==> config.mk <==
export PLATFORM = sky130hd
export DESIGN_NAME = bsg_permute_box_buffered
export DESIGN_NICKNAME = d
export VERILOG_FILES = /design/src/rtl/bsg_permute_box_pkg.sv /design/src/rtl/bsg_permute_box.sv /design/src/rtl/bsg_permute_box_buffered.sv
export SDC_FILE = /design/constraint.sdc
export NUM_CORES = 1
export LEC_CHECK = 0
export ABC_AREA = 1
export BUFFER_PORTS_ARGS = -buffer_cell sky130_fd_sc_hd__clkbuf_2
export CAP_MARGIN = 10
export CELL_PAD_IN_SITES_DETAIL_PLACEMENT = 1
export CELL_PAD_IN_SITES_GLOBAL_PLACEMENT = 1
export CORE_MARGIN = 2
export CORE_UTILIZATION = 42
export CTS_CLUSTER_DIAMETER = 40
export CTS_CLUSTER_SIZE = 25
export DETAILED_ROUTE_END_ITERATION = 10
export GPL_TIMING_DRIVEN = 0
export HOLD_SLACK_MARGIN = 0.05
export PLACE_DENSITY = 0.91
export SLEW_MARGIN = 40
export SYNTH_ARGS = -nofsm -noshare
export SYNTH_HDL_FRONTEND = slang
export SYNTH_SLANG_ARGS = --single-unit
==> constraint.sdc <==
create_clock -name clk_i -period 2.6 [get_ports clk_i]
set_clock_uncertainty 0.1 [all_clocks]
set_input_delay 0.52 -clock clk_i [delete_from_list [all_inputs] [get_ports clk_i]]
set_output_delay 0.52 -clock clk_i [all_outputs]
set_load 0.1 [all_outputs]
==> src/rtl/bsg_permute_box_pkg.sv <==
// rtl/bsg_permute_box_pkg.sv - shared helpers for the buffered permute box
//
// Purpose: select-vector helpers shared by the crossbar and the buffered wrapper.
//   identity_sel(els, sel_w) : packed vector whose slice i holds i
//   is_perm(sel, els, sel_w) : 1 when every slice is < els and no index repeats
// The vectors are carried at a fixed maximum width. Callers truncate the result
// to els*sel_w bits.
package bsg_permute_box_pkg;

  localparam int max_sel_bits_lp = 256;
  localparam int max_els_lp      = 64;

  typedef logic [max_sel_bits_lp-1:0] sel_vec_t;

  function automatic sel_vec_t identity_sel(int els, int sel_w);
    sel_vec_t r;
    r = '0;
    for (int i = 0; i < els; i++) begin
      r = r | (sel_vec_t'(i) << (i * sel_w));
    end
    return r;
  endfunction

  function automatic logic is_perm(sel_vec_t sel, int els, int sel_w);
    logic [max_els_lp-1:0] seen;
    sel_vec_t              mask;
    int                    idx;
    logic                  ok;
    seen = '0;
    ok   = 1'b1;
    mask = (sel_vec_t'(1) << sel_w) - sel_vec_t'(1);
    for (int i = 0; i < els; i++) begin
      idx = int'((sel >> (i * sel_w)) & mask);
      if (idx >= els) begin
        ok = 1'b0;
      end else if (seen[idx[5:0]]) begin
        ok = 1'b0;
      end else begin
        seen[idx[5:0]] = 1'b1;
      end
    end
    return ok;
  endfunction

endpackage

==> src/rtl/bsg_permute_box.sv <==
// rtl/bsg_permute_box.sv - combinational element crossbar
//
// Purpose: output element i = input element select_i slice i. When a select
// index is >= els_p, that output element is 0.
// Ports:
//   data_i   : els_p*width_p input elements, element k = [k*width_p +: width_p]
//   select_i : els_p*sel_width_lp packed source indices
//   data_o   : els_p*width_p permuted elements
module bsg_permute_box
  import bsg_permute_box_pkg::*;
#(
  parameter int els_p        = 4,
  parameter int width_p      = 8,
  parameter int sel_width_lp = $clog2(els_p)
) (
  input  logic [els_p*width_p-1:0]      data_i,
  input  logic [els_p*sel_width_lp-1:0] select_i,
  output logic [els_p*width_p-1:0]      data_o
);

  // The mux is built by comparing against each legal index. Any
  // out-of-range index therefore matches nothing and keeps the zero default.
  always_comb begin
    data_o = '0;
    for (int i = 0; i < els_p; i++) begin
      for (int k = 0; k < els_p; k++) begin
        if (select_i[i*sel_width_lp +: sel_width_lp] == sel_width_lp'(k)) begin
          data_o[i*width_p +: width_p] = data_i[k*width_p +: width_p];
        end
      end
    end
  end

endmodule

==> src/rtl/bsg_permute_box_buffered.sv <==
// rtl/bsg_permute_box_buffered.sv - registered permute box with 2-entry output buffer
//
// Purpose: permutes each accepted beat through a programmable select register.
// The result is stored in a 2-entry circular buffer. Each output element i
// takes input element sel[i].
// Optional macro: BSG_PERMUTE_BOX_PERM_CHECK_EN adds err_o. With it, a select
// vector that is not a bijection is rejected and err_o is set sticky.
// Ports:
//   clk_i, reset_i     : clock, synchronous active-high reset
//   cfg_v_i, cfg_sel_i : load a new select vector (takes effect next cycle)
//   v_i, data_i, ready_o : input handshake (enqueue on v_i & ready_o)
//   v_o, data_o, yumi_i  : output handshake (dequeue on yumi_i)
//   err_o              : sticky bad-config flag (check build only)
module bsg_permute_box_buffered
  import bsg_permute_box_pkg::*;
#(
  parameter int els_p        = 4,
  parameter int width_p      = 8,
  parameter int sel_width_lp = $clog2(els_p)
) (
  input  logic                          clk_i,
  input  logic                          reset_i,
  input  logic                          cfg_v_i,
  input  logic [els_p*sel_width_lp-1:0] cfg_sel_i,
  input  logic                          v_i,
  input  logic [els_p*width_p-1:0]      data_i,
  output logic                          ready_o,
  output logic                          v_o,
  output logic [els_p*width_p-1:0]      data_o,
`ifdef BSG_PERMUTE_BOX_PERM_CHECK_EN
  output logic                          err_o,
`endif
  input  logic                          yumi_i
);

  localparam int       sel_bits_lp   = els_p * sel_width_lp;
  localparam sel_vec_t id_full_lp    = identity_sel(els_p, sel_width_lp);
  localparam logic [sel_bits_lp-1:0] sel_reset_lp = id_full_lp[sel_bits_lp-1:0];

  logic [sel_bits_lp-1:0]   sel_q, sel_d;
  logic [els_p*width_p-1:0] mem_q [2];
  logic                     head_q, head_d;
  logic                     tail_q, tail_d;
  logic [1:0]               count_q, count_d;
  logic [els_p*width_p-1:0] perm_data;
  logic                     enq, deq, cfg_load;

  // The crossbar sits before the buffer, so the outputs come only from registers.
  bsg_permute_box #(
    .els_p        (els_p),
    .width_p      (width_p),
    .sel_width_lp (sel_width_lp)
  ) u_xbar (
    .data_i   (data_i),
    .select_i (sel_q),
    .data_o   (perm_data)
  );

  assign ready_o = (count_q != 2'd2);
  assign v_o     = (count_q != 2'd0);
  assign data_o  = mem_q[head_q];
  assign enq     = v_i & ready_o;
  // An illegal yumi with an empty buffer is masked, so state does not move.
  assign deq     = yumi_i & v_o;

`ifdef BSG_PERMUTE_BOX_PERM_CHECK_EN
  logic err_q, err_d;
  logic cfg_ok;
  assign cfg_ok   = is_perm(sel_vec_t'(cfg_sel_i), els_p, sel_width_lp);
  assign cfg_load = cfg_v_i & cfg_ok;
  assign err_d    = err_q | (cfg_v_i & ~cfg_ok);
  assign err_o    = err_q;

  always_ff @(posedge clk_i) begin
    if (reset_i) err_q <= 1'b0;
    else         err_q <= err_d;
  end
`else
  assign cfg_load = cfg_v_i;
`endif

  always_comb begin
    sel_d   = sel_q;
    head_d  = head_q;
    tail_d  = tail_q;
    count_d = count_q;
    if (cfg_load) sel_d = cfg_sel_i;
    if (enq) tail_d = ~tail_q;
    if (deq) head_d = ~head_q;
    if (enq && !deq)      count_d = count_q + 2'd1;
    else if (deq && !enq) count_d = count_q - 2'd1;
  end

  always_ff @(posedge clk_i) begin
    if (reset_i) begin
      sel_q    <= sel_reset_lp;
      head_q   <= 1'b0;
      tail_q   <= 1'b0;
      count_q  <= 2'd0;
      mem_q[0] <= '0;
      mem_q[1] <= '0;
    end else begin
      sel_q   <= sel_d;
      head_q  <= head_d;
      tail_q  <= tail_d;
      count_q <= count_d;
      if (enq) mem_q[tail_q] <= perm_data;
    end
  end

  always_ff @(posedge clk_i) begin
    if (!reset_i) begin
      assert (!(yumi_i && !v_o))
        else $error("bsg_permute_box_buffered: yumi_i asserted while v_o=0");
    end
  end

endmodule
After elaboration in Yosys (flattened, before gate mapping) --
Memories as Yosys holds them, arrays and structs flattened. A register that Yosys moved wholly into a read port is not among the register bits. Cells that the tools add are included. Widths: inputs -> output; s select.
Storage, ports and cells: output and inout port bits 34, logic and storage cells 63, bits in writable memories 64, register bits after elaboration 12, memories kept 1, input bits 45
Memory list:
- mem_q | words 2, bits a word 32, read ports 1, clocked after memory_dff 1, write ports 2, line bsg_permute_box_buffered.sv:41 | logic [els_p*width_p-1:0] mem_q [2];
Operators by class: $add $sub $neg 2, bitwise logic cells 4, equal/unequal tests 13, reductions and logical operators 11, multiplexer cells 28
Operators with widths (count):
- $mux 8 | 16
- $mux 32 | 1
- $reduce_or 32->1 | 1
- $eq 2x2->1 const B | 8
- $mux 1 | 9
- $eq 2x1->1 const B | 4
- $logic_not 2->1 | 4
- $mux 2 | 2
- $reduce_bool 2->1 | 2
- $add 2x1->2 const B | 1
- $and 1x1->1 | 2
- $logic_and 1x1->1 | 2
- $logic_not 1->1 | 2
- $ne 2x2->1 const B | 1
- $not 1->1 | 2
- $sub 2x1->2 const B | 1

Logic depth before layout (Yosys ltp) --
Gate-level depths: netlist of the first run.
depth in word-level cells 7, gate-level depth with buffers 11, gate-level depth less buffers 11

Modules after synthesis --
Synthesis of the first run repeated with hierarchy kept, for this count alone.
Second synthesis, totals: cell total of the unflattened synthesis 463, area total of the unflattened synthesis 4439.3 um2
Modules (own cells, without submodules):
- bsg_permute_box_buffered | times used 1, cells an instance 275, seq. area each 2182.1 um2, area an instance 3355.7 um2
- bsg_permute_box | times used 1, cells an instance 188, seq. area each 0.0 um2, area an instance 1083.5 um2

Least setup slack after synthesis of the first run --
Ideal clock, no wire load.
path type reg-to-reg, start register count_q[0], end memory mem_q[1][0] (netlist bit), enable pin, setup slack 0.344 ns, buffers on the path 1, setup time 0.389 ns, period minus slack after synthesis 2.256 ns, data required time 2.111 ns, arrival time 1.767 ns, cell stages (with the launch flop) 8, cells stage by stage dfxtp_1 > inv_2 > nand2_4 > nand2_4 > clkinv_2 > nand3_4 > buf_6 > nand2_1
RTL lines:
- start, declared | line bsg_permute_box_buffered.sv:44 | logic [1:0] count_q, count_d;
- start signal, assigned | line bsg_permute_box_buffered.sv:106 | count_q <= count_d;
- end, declared | line bsg_permute_box_buffered.sv:41

==> results of run 1 <==
==> metal layers <==
layer | vias up | wire [um]
li1 | 1743 | -
met1 | 1828 | 5370
met2 | 151 | 6230
met3 | 53 | 789
met4 | 0 | 702
met5 | - | 0
==> sequential cells by signal, summed over array words and instances, names as in the netlist, named ones only <==
signal and cells:
mem_q 64, head_q 1, count_q 2, sel_q 8
tail_q 1
==> critical path, cell delays in order, from the launching register on <==
cell,delay (ns)
sky130_fd_sc_hd__dfxtp_1,0.33
sky130_fd_sc_hd__clkbuf_2,0.18
sky130_fd_sc_hd__buf_4,0.22
sky130_fd_sc_hd__mux2_2,0.36
sky130_fd_sc_hd__clkbuf_2,0.37
==> through the flow <==
step                instance area, um2  setup TNS [ns]
finish                            4980               0
global route                      4980               0
detailed placement                4760               0
floorplan                         4200               0
CTS                               4970               0
global placement                  4750           -9.61
==> logic make-up (layout without fill, tap and decap cells) <==
family	Yosys count	after routing
multiplexers	32	32
adder cells (fa/ha/maj)	1	1
buffers and inverters	49	142
flip-flops	77	77
AO/OA/AOI/OAI	51	51
AND/OR/NAND/NOR	254	254
==> cell usage in the layout, fill, tap and decap left out, drive strengths merged <==
master and count:
clkinvlp 1, o21ai 41, bufinv 2, clkinv 3
clkbuf 90, nor2 72, nand4 1, nand3 68
buf 18, inv 28, a21oi 10, nand2 113
dfxtp 13, ha 1, mux2 32, edfxtp 64
==> final cells by class <==
type	count	area, um2	area share, %
sequential	77	2180	43.8
multi-input combinational	338	1770	35.5
timing repair buffer	77	385	7.74
tap	133	166	3.34
buffer	21	156	3.14
clock buffer	10	128	2.56
inverter	28	106	2.14
clock inverter	6	86.3	1.73
==> how the worst max path moves through the flow <==
stage | slack, ns | startpoint | endpoint
finish | 0.14 | flip-flop | data_o[26]
global placement | -0.20 | reset_i | mem_q[1][0]$_SDFFCE_PN0P_
detailed placement | 0.22 | reset_i | mem_q[1][6]$_SDFFCE_PN0P_
floorplan | 0.34 | count_q[0]$_SDFFE_PP0P_ | mem_q[1][0]$_SDFFCE_PN0P_
global route | 0.08 | flip-flop | data_o[30]
CTS | 0.12 | flip-flop | data_o[12]
==> power by group <==
part,switching [W],leakage (nW),internal [W],total (W)
clock,0.000460,0.107,0.000541,0.00100
sequential,0.0000690,0.777,0.00152,0.00159
combinational,0.00168,1.31,0.000432,0.00212
==> flow_summary.json, run 1 <==
{
  "synth_sequential_area_ratio_pct": 52.0,
  "place_hpwl_mm": 9.71,
  "hold_end": "sel_q[7]$_SDFFE_PP1P_",
  "post_drt_via_cell_ratio": 5.47,
  "post_cts_buffers": 0,
  "die-height_um": 104,
  "synth_most_common_cell": "sky130_fd_sc_hd__nand2_1",
  "xor_xnor_cell_area_share_of_the_yosys_netlist_pct": 0,
  "outcome": "complete, no violations",
  "ys.warnings.count": 0,
  "clock.fmax_mhz": 407,
  "grt_remaining_overflow": 0,
  "fin_nets": 598,
  "beginning_of_the_worst_hold_path": "cfg_sel_i[7]",
  "remaining_drc_errors": 0,
  "worstMarginPinSlew_ns": 0.551,
  "grt_most_used_layer": "met2",
  "synth-adder-area-share_pct": 0.298,
  "worst_slew_margin_rel_pct": 63.4,
  "num_rows": 36,
  "floorplan.die_area_um2": 10800,
  "main_combinational_cell_family_by_area_after_synthesis": "simple AND/OR/NAND/NOR gates",
  "r2r_slack_ns": 0.74,
  "p_leak_nw": 2.19,
  "grt_start_max_net_pins": 33,
  "finalSetupViolations": 0,
  "clock-root-buffer": "sky130_fd_sc_hd__clkbuf_8",
  "timing.setup.critical_path_class": "flip-flop to primary output",
  "drv_cap": 0,
  "clock_tree_from_tritoncts": "done",
  "synth_area_leader_cell": "sky130_fd_sc_hd__edfxtp_1",
  "routed_wl_mm": 13.1,
  "initial_drt_pass_iterations": 4,
  "floorplan.initialDensity_pct": 43.2,
  "numPlacedInstances": 674,
  "first_global_vias": 3870,
  "final.setup.worst_slack_ns": 0.142,
  "worst-r2r-cell-count": 7,
  "global_route.usage.met3_pct": 3.63,
  "groute.layer.met1.usage_pct": 31.5,
  "layout.core_utilization_pct": 51.2,
  "synthMuxAreaShare_pct": 8.58,
  "netlist-cell-type-count": 23,
  "ys_ff_latch": 77,
  "cts_hold_buffers": 0,
  "clk_sinks": 77,
  "clock_insertion_delay_worst_skew_ns": 0.36,
  "met2_usage_pct": 40.3,
  "ant_nets": 0,
  "yosys_most_used_dff": "sky130_fd_sc_hd__edfxtp_1",
  "worst_voltage_drop_across_the_vdd_grid_v": 0.000608,
  "drt_iter0_drc": 163,
  "setup_slack_placement_ns": 0.219,
  "final_hold_viol_count": 0,
  "synth_async_sr_flop_share_pct": 0,
  "crit_path_end_kind": "primary output",
  "cts_max_path_buffers": 2,
  "finalPower_w": 0.00470,
  "post_synth.cell_area_avg_um2": 9.05,
  "antenna_found_initial": 0,
  "boundaryPins": 79,
  "synth_compound_area_share_pct": 6.08,
  "post_route_cells_drive_above_1_share_pct": 29.8,
  "place.gp.congestion": 0.934,
  "nFillCells": 1212,
  "numCtsBuffers": 9,
  "netlist_area_um2": 4200,
  "critPathRequiredTime_ns": 1.98,
  "arrival_ns": 1.84,
  "average_routed_wire_per_standard_cell_um": 19.0,
  "first_pass_grt_wire_length_mm": 20.6,
  "layout_min_cycle_time_ns": 2.46,
  "start_kind": "flip-flop",
  "post_cts_resized": 0,
  "worstReg2RegStart": "count_q[0]$_SDFFE_PP0P_",
  "period_share_pct": 94.5,
  "synth_top_area_share_pct": 45.8,
  "timing_max_transition_violations_final": 0,
  "timing.rr.end": "mem_q[1][2]$_SDFFCE_PN0P_",
  "num_vias": 3775,
  "finish.cell_count_without_fillers": 690,
  "netlist_instances": 464,
  "hold_path_depth": 3,
  "hold_ws_ns": 0.275,
  "post_synthesis_share_of_cell_area_spent_on_and_or_nand_and_nor_gates_pct": 26.8,
  "placeable_core_area_um2": 9730,
  "cellPowerDensity_nw_per_um2": 944,
  "htree_levels": 3,
  "antenna_cells_inserted": 0,
  "rsz_0062_raised_after_global_routing": "false",
  "grt.total_usage_pct": 24.9,
  "worstPathMaxFanout": 10,
  "clk_pin_slew_worst_setup_hold_paths_ns": 0.08,
  "fp.dieW_um": 104,
  "ys_top_cells_by_count": "110 x sky130_fd_sc_hd__nand2_1, 67 x sky130_fd_sc_hd__nand3_1, 64 x sky130_fd_sc_hd__edfxtp_1, 56 x sky130_fd_sc_hd__nor2_1, 41 x sky130_fd_sc_hd__o21ai_0",
  "synth-edff-count": 64,
  "worst_hold_path_type": "input port to flip-flop",
  "area_growth_pct": 18.6,
  "netlist_top_cells_area": "sky130_fd_sc_hd__edfxtp_1 46%, sky130_fd_sc_hd__nand2_1 9.8%, sky130_fd_sc_hd__mux2_2 8.0%",
  "mappedNetlistNets": 510,
  "port_buffers": 77
}
Power figures use the tool's default switching activity.
==> inputs of run 2 (changes only) <==
--- a/config.mk
+++ b/config.mk
@@ -10,8 +10,7 @@
 export CAP_MARGIN = 10
 export CELL_PAD_IN_SITES_DETAIL_PLACEMENT = 1
 export CELL_PAD_IN_SITES_GLOBAL_PLACEMENT = 1
-export CORE_MARGIN = 2
-export CORE_UTILIZATION = 42
+export CORE_UTILIZATION = 43
 export CTS_CLUSTER_DIAMETER = 40
 export CTS_CLUSTER_SIZE = 25
 export DETAILED_ROUTE_END_ITERATION = 10
@@ -21,4 +20,5 @@
 export SLEW_MARGIN = 40
 export SYNTH_ARGS = -nofsm -noshare
 export SYNTH_HDL_FRONTEND = slang
+export SYNTH_HIERARCHICAL = 1
 export SYNTH_SLANG_ARGS = --single-unit
==> run 2 against run 1 <==
Against the previous run: critical path depth did not move; synthesized cell count fell by 0.22%; sequential power barely moved; routed wire length rose by 5.3%; sequential share of layout area fell by 1.9 points; non-clock buffer count rose by 7; worst hold slack got worse by 0.013 ns; combinational power rose by 3%; cell count fell by 0.14%.
==> flow_summary.json, run 2 <==
{
  "timing.critical_path.max_delay_family": "buffers and inverters",
  "boundaryPins": 79,
  "totalNegativeSetupSlack_ns": 0,
  "worstMarginPinSlew_ns": 0.551,
  "ys_top_cells_by_count": "102 x sky130_fd_sc_hd__nand3_1, 64 x sky130_fd_sc_hd__edfxtp_1, 54 x sky130_fd_sc_hd__nor2_1, 50 x sky130_fd_sc_hd__nand2_1, 38 x sky130_fd_sc_hd__inv_1",
  "final.setup.worst_slack_ns": 0.111,
  "num_vias": 3935,
  "fp.dieW_um": 104,
  "clock_tree_from_tritoncts": "done",
  "first_global_vias": 3965,
  "clock_insertion_delay_worst_skew_ns": 0.37,
  "post_cts_buffers": 0,
  "finalSetupViolations": 0,
  "critPathRequiredTime_ns": 1.98,
  "worst_voltage_drop_across_the_vdd_grid_v": 0.000682,
  "timing.setup.critical_path_class": "flip-flop to primary output",
  "netlist_top_cells_area": "sky130_fd_sc_hd__edfxtp_1 43%, sky130_fd_sc_hd__nand3_1 11%, sky130_fd_sc_hd__mux2_2 7.6%",
  "initial_drt_pass_iterations": 5,
  "remaining_drc_errors": 0,
  "mappedNetlistNets": 509,
  "post_drt_via_cell_ratio": 5.71,
  "fin_nets": 597,
  "cts_hold_buffers": 0,
  "netlist-cell-type-count": 23,
  "nFillCells": 1184,
  "netlist_area_um2": 4440,
  "cp_common_cell": "sky130_fd_sc_hd__clkbuf_2",
  "worst-r2r-cell-count": 7,
  "cpPeakStageDelay_ns": 0.37,
  "synth_top_area_share_pct": 43.3,
  "floorplan.initialDensity_pct": 44.8,
  "ys.warnings.count": 6,
  "place_hpwl_mm": 9.89,
  "worstReg2RegStart": "count_q[0]$_SDFFE_PP0P_",
  "largest_registers": "mem_q x64, sel_q x8, count_q x2",
  "crit_path_end_kind": "primary output",
  "grt_start_max_net_pins": 33,
  "rsz_0062_raised_after_global_routing": "false",
  "synth-edff-count": 64,
  "average_routed_wire_per_standard_cell_um": 20.0,
  "layout.core_utilization_pct": 52.5,
  "grt_remaining_overflow": 0,
  "p_leak_nw": 2.25,
  "worst_hold_path_type": "input port to flip-flop",
  "mostFrequentLayoutCell": "sky130_fd_sc_hd__nand3_1",
  "worstPathMaxFanout": 10,
  "cts_max_path_buffers": 2,
  "first_pass_grt_wire_length_mm": 21.2,
  "place.gp.congestion": 0.903,
  "area_after_dpl_um2": 5000,
  "netlist_instances": 463,
  "mostFrequentLayoutCells": "102 x sky130_fd_sc_hd__nand3_1, 78 x sky130_fd_sc_hd__clkbuf_2, 64 x sky130_fd_sc_hd__edfxtp_1",
  "beginning_of_the_worst_hold_path": "cfg_sel_i[7]",
  "post_route_cells_drive_above_1_share_pct": 34.7,
  "clk_sinks": 77,
  "largest_register_ffs": 64,
  "arrival_ns": 1.87,
  "grt.total_usage_pct": 26.1,
  "final_hold_viol_count": 0,
  "ys_ff_latch": 77,
  "worst_slew_margin_rel_pct": 63.4,
  "die-height_um": 104,
  "clock.fmax_mhz": 402,
  "cp.depth": 4,
  "period_share_pct": 95.7,
  "area_growth_pct": 17.2,
  "worstPathCellList": "clkbuf_2 -> buf_4 -> mux2_2 -> clkbuf_2",
  "drt_iter0_drc": 391,
  "layout_min_cycle_time_ns": 2.49,
  "synth_sequential_area_ratio_pct": 49.2,
  "start_kind": "flip-flop",
  "port_buffers": 77,
  "cellPowerDensity_nw_per_um2": 899,
  "r2r_slack_ns": 0.73,
  "timing_max_transition_violations_final": 0,
  "ant_nets": 0,
  "post_cts_resized": 0,
  "num_rows": 36,
  "critical_path.endpoint": "data_o[13]",
  "synth_most_common_cell": "sky130_fd_sc_hd__nand3_1",
  "yosys_most_used_dff": "sky130_fd_sc_hd__edfxtp_1",
  "clk_pin_slew_worst_setup_hold_paths_ns": 0.08,
  "post_synth.cell_area_avg_um2": 9.59,
  "routed_wl_mm": 13.8,
  "synth_area_leader_cell": "sky130_fd_sc_hd__edfxtp_1",
  "floorplan.die_area_um2": 10700,
  "clock-root-buffer": "sky130_fd_sc_hd__clkbuf_8",
  "antenna_found_initial": 0,
  "outcome": "complete, no violations",
  "antenna_cells_inserted": 0,
  "numCtsBuffers": 9,
  "placeable_core_area_um2": 9910,
  "crit_buf_inv": 3,
  "htree_levels": 3,
  "cpMaxStageDelayCell": "sky130_fd_sc_hd__mux2_2",
  "synth_async_sr_flop_share_pct": 0,
  "largest-register": "mem_q",
  "timing.rr.end": "mem_q[1][9]$_SDFFCE_PN0P_",
  "finalInstanceArea_um2": 5200,
  "setup_slack_placement_ns": 0.205,
  "drv_cap": 0
}
run 2: through the flow:
| step | total power, W | hold WS, ns | std cells |
|---|---|---|---|
| final | 0.00468 | 0.262 | 689 |
| after global routing | 0.00484 | 0.272 | 689 |
| after CTS | 0.00470 | 0.248 | 689 |
| after detailed placement | 0.00377 | 0.369 | 673 |
| after global placement | 0.00370 | 0.365 | 673 |
| after floorplan | 0.00335 | 0.351 | 463 |
run 2: routing by layer:
metal	global-route usage [%]	routed length, um
met5	0	0
met3	6.29	1140
met4	10.6	407
met1	32.4	5580
met2	43.7	6660
run 2: final cells by class:
type,instances,area [um2],share of cell area [%]
Sequential cell,77,2180,41.9
Multi-Input combinational cell,310,1780,34.3
Timing Repair Buffer,77,385,7.40
Buffer,28,308,5.91
Inverter,48,180,3.46
Tap cell,133,166,3.20
Clock buffer,9,124,2.38
Clock inverter,7,75.1,1.44
run 2: worst min-delay path by stage:
stage | to | slack (ns) | depth (start not counted)
floorplan | sel_q[2]$_SDFFE_PP1P_ | 0.35 | 2
global placement | sel_q[2]$_SDFFE_PP1P_ | 0.36 | 2
detailed placement | sel_q[5]$_SDFFE_PP1P_ | 0.37 | 2
CTS | sel_q[7]$_SDFFE_PP1P_ | 0.25 | 3
global route | sel_q[2]$_SDFFE_PP1P_ | 0.27 | 3
finish | sel_q[7]$_SDFFE_PP1P_ | 0.26 | 3
run 2: logic make-up after synthesis:
| family | synth area share (%) |
|---|---|
| multiplexers | 8.12 |
| AO/OA/AOI/OAI | 0.789 |
| adder cells (fa/ha/maj) | 0.282 |
| flip-flops | 49.2 |
| AND/OR/NAND/NOR | 30.7 |
| buffers and inverters | 11.0 |
run 2: report_power, final:
part           leakage [nW]  switching, W  internal (W)
logic                  1.38       0.00172      0.000459
registers             0.777     0.0000582       0.00151
clock network        0.0935      0.000488      0.000446
total                  2.25       0.00226       0.00242
run 2: worst reg2reg max path, stage by stage, from the launching register on:
cell and delay [ns]:
sky130_fd_sc_hd__dfxtp_1 0.36, sky130_fd_sc_hd__inv_2 0.08, sky130_fd_sc_hd__nand2_4 0.07, sky130_fd_sc_hd__nand2_4 0.06, sky130_fd_sc_hd__inv_2 0.08, sky130_fd_sc_hd__nand3_4 0.16
sky130_fd_sc_hd__buf_6 0.21, sky130_fd_sc_hd__nand2_4 0.37
==> inputs of run 3 (changes only) <==
--- a/config.mk
+++ b/config.mk
@@ -10,13 +10,13 @@
 export CAP_MARGIN = 10
 export CELL_PAD_IN_SITES_DETAIL_PLACEMENT = 1
 export CELL_PAD_IN_SITES_GLOBAL_PLACEMENT = 1
-export CORE_UTILIZATION = 43
+export CORE_UTILIZATION = 46
 export CTS_CLUSTER_DIAMETER = 40
 export CTS_CLUSTER_SIZE = 25
 export DETAILED_ROUTE_END_ITERATION = 10
 export GPL_TIMING_DRIVEN = 0
 export HOLD_SLACK_MARGIN = 0.05
-export PLACE_DENSITY = 0.91
+export PLACE_DENSITY = 0.95
 export SLEW_MARGIN = 40
 export SYNTH_ARGS = -nofsm -noshare
 export SYNTH_HDL_FRONTEND = slang
==> constraint.sdc (replaced) <==
create_clock -name clk_i -period 3 [get_ports clk_i]
set_clock_uncertainty 0.1 [all_clocks]
set_input_delay 0.6 -clock clk_i [delete_from_list [all_inputs] [get_ports clk_i]]
set_output_delay 0.6 -clock clk_i [all_outputs]
set_load 0.1 [all_outputs]
==> run 3 against run 2 <==
Against the previous run: worst hold slack better by 0.082 ns; cell count is 0.58% lower; sequential share of layout area is 0.14 points lower; routed wire length is 0.94% higher; worst setup slack better by 0.25 ns; largest cell class unchanged; critical path depth stayed put; clock power is 3.3% lower; clock-buffer cell count stayed put; register-to-register slack better by 0.42 ns; sequential power is 13% lower; total power is 11% lower; first-iteration DRC count is 2.6% lower.
==> flow_summary.json, run 3 (synthesis gave the netlist of run 2 again) <==
{
  "outcome": "complete, no violations",
  "p_sw_w": 0.00197,
  "period_share_pct": 88.1,
  "area_taken_by_multi_input_logic_gates_um2": 1780,
  "post_cts_resized": 0,
  "largest-register": "mem_q",
  "antenna_cells_inserted": 0,
  "switching_share_pct": 47.5,
  "cpPeakStageDelay_ns": 0.37,
  "met2_length_mm": 6.76,
  "final_hold_viol_count": 0,
  "first_pass_grt_wire_length_mm": 21.6,
  "finalPower_w": 0.00415,
  "topRoutingLayerUsed": "met4",
  "clock_power_share_pct": 21.8,
  "boundaryPins": 79,
  "remaining_drc_errors": 0,
  "clock-root-buffer": "sky130_fd_sc_hd__clkbuf_8",
  "layout_min_cycle_time_ns": 2.64,
  "arrival_ns": 1.94,
  "timing.critical_path.max_delay_family": "buffers and inverters",
  "largest_register_ffs": 64,
  "fin_nets": 597,
  "crit_path_end_kind": "primary output",
  "clock.fmax_mhz": 378,
  "drv_cap": 0,
  "finalSetupViolations": 0,
  "post_route_cells_drive_above_1_share_pct": 34.7,
  "port_buffers": 77,
  "cts_hold_buffers": 0,
  "finish.cell_count_without_fillers": 685,
  "worst_slew_margin_rel_pct": 63.5,
  "numPlacedInstances": 669,
  "cpMaxStageDelayCell": "sky130_fd_sc_hd__mux2_2",
  "sequential_cell_area_um2": 2180,
  "worstReg2RegStart": "count_q[0]$_SDFFE_PP0P_",
  "worstPathMaxFanout": 10,
  "hold_end": "sel_q[6]$_SDFFE_PP1P_",
  "average_routed_wire_per_standard_cell_um": 20.3,
  "worstMarginPinSlew_ns": 0.550,
  "clock_insertion_delay_worst_skew_ns": 0.36,
  "area_growth_pct": 17.6,
  "grt.total_usage_pct": 29.2,
  "worst_voltage_drop_across_the_vdd_grid_v": 0.000552,
  "htree_levels": 3,
  "worst-r2r-cell-count": 7,
  "drt_iter0_drc": 381,
  "cp.depth": 4,
  "cp_common_cell": "sky130_fd_sc_hd__clkbuf_2",
  "totalNegativeSetupSlack_ns": 0,
  "antenna_found_initial": 0,
  "timing_max_transition_violations_final": 0,
  "routed-wl-met3_mm": 1.10,
  "post_cts_buffers": 0,
  "start_kind": "flip-flop",
  "power.combinational.fraction_pct": 45.4,
  "initial_drt_pass_iterations": 5,
  "hold_path_depth": 3,
  "clock_tree_from_tritoncts": "done",
  "largest_registers": "mem_q x64, sel_q x8, count_q x2",
  "grt_start_max_net_pins": 33,
  "beginning_of_the_worst_hold_path": "cfg_sel_i[6]",
  "ant_nets": 0,
  "p_leak_nw": 2.26,
  "power_report.internal_total_w": 0.00218,
  "place_hpwl_mm": 10.2,
  "worstPathCellList": "clkbuf_2 -> buf_4 -> mux2_2 -> clkbuf_2",
  "floorplan.initialDensity_pct": 47.8,
  "sequential_power_share_pct": 32.9,
  "timing.setup.critical_path_class": "flip-flop to primary output",
  "mostFrequentLayoutCells": "102 x sky130_fd_sc_hd__nand3_1, 78 x sky130_fd_sc_hd__clkbuf_2, 64 x sky130_fd_sc_hd__edfxtp_1",
  "placeable_core_area_um2": 9280,
  "crit_buf_inv": 3,
  "timing.rr.end": "mem_q[1][17]$_SDFFCE_PN0P_",
  "wl_met1_mm": 5.50,
  "clk_pin_slew_worst_setup_hold_paths_ns": 0.08,
  "place.gp.congestion": 0.911,
  "clk_sinks": 77,
  "cts_max_path_buffers": 2,
  "die-height_um": 100,
  "critPathRequiredTime_ns": 2.30,
  "rsz_0062_raised_after_global_routing": "false",
  "numCtsBuffers": 9,
  "fp.dieW_um": 100,
  "r2r_slack_ns": 1.15,
  "nFillCells": 1104,
  "num_vias": 3909,
  "mostFrequentLayoutCell": "sky130_fd_sc_hd__nand3_1",
  "floorplan.die_area_um2": 10000,
  "worst_hold_path_type": "input port to flip-flop",
  "num_rows": 35,
  "post_drt_via_cell_ratio": 5.71,
  "cellPowerDensity_nw_per_um2": 795,
  "routed_wl_mm": 13.9,
  "grt_remaining_overflow": 0,
  "first_global_vias": 4066
}
-- run 3: per-stage QoR --
stage          area [um2]  worst slack [ns]  utilization [%]  hold WS, ns
6_report             5220             0.356             56.3        0.343
5_1_grt              5220             0.317             56.3        0.354
4_1_cts              5210             0.367             56.1        0.335
3_5_place_dp         4990             0.546             53.8        0.384
3_3_place_gp         4990             0.134             53.7        0.363
2_1_floorplan        4440             0.740                -        0.351
-- run 3: area by class of cell --
type                    instances  area share (%)
repair buffers                 77            7.38
clock buffers                   9            2.37
well taps                     129            3.09
multi-input cells             310            34.2
inverters                      48            3.45
clock inverters                 7            1.87
flip-flops and latches         77            41.8
plain buffers                  28            5.89
-- run 3: worst min-delay path: stages --
cell                       delay [ns]
sky130_fd_sc_hd__clkbuf_2        0.07
sky130_fd_sc_hd__nand2_1         0.04
sky130_fd_sc_hd__nand3_1         0.06
-- run 3: worst max-delay path by stage --
stage	startpoint	to	slack (ns)
after CTS	flip-flop	data_o[11]	0.37
after global routing	flip-flop	data_o[11]	0.32
after floorplan	count_q[0]$_SDFFE_PP0P_	mem_q[1][0]$_SDFFCE_PN0P_	0.74
after detailed placement	reset_i	mem_q[1][18]$_SDFFCE_PN0P_	0.55
after global placement	reset_i	mem_q[1][18]$_SDFFCE_PN0P_	0.13
final	flip-flop	data_o[11]	0.36
-- run 3: power groups by stage --
stage	logic, W	registers, W	clock network (W)
floorplan	0.00154	0.00137	0
CTS	0.00188	0.00137	0.000911
finish	0.00188	0.00136	0.000903
global placement	0.00183	0.00138	0
detailed placement	0.00188	0.00139	0
global route	0.00196	0.00138	0.000959
-- run 3: layer usage --
metal  GRT usage [%]  up-vias
met5               0        -
met4            14.2        0
met3            6.82       44
met2            48.1      214
met1            36.1     1874
li1                -     1777
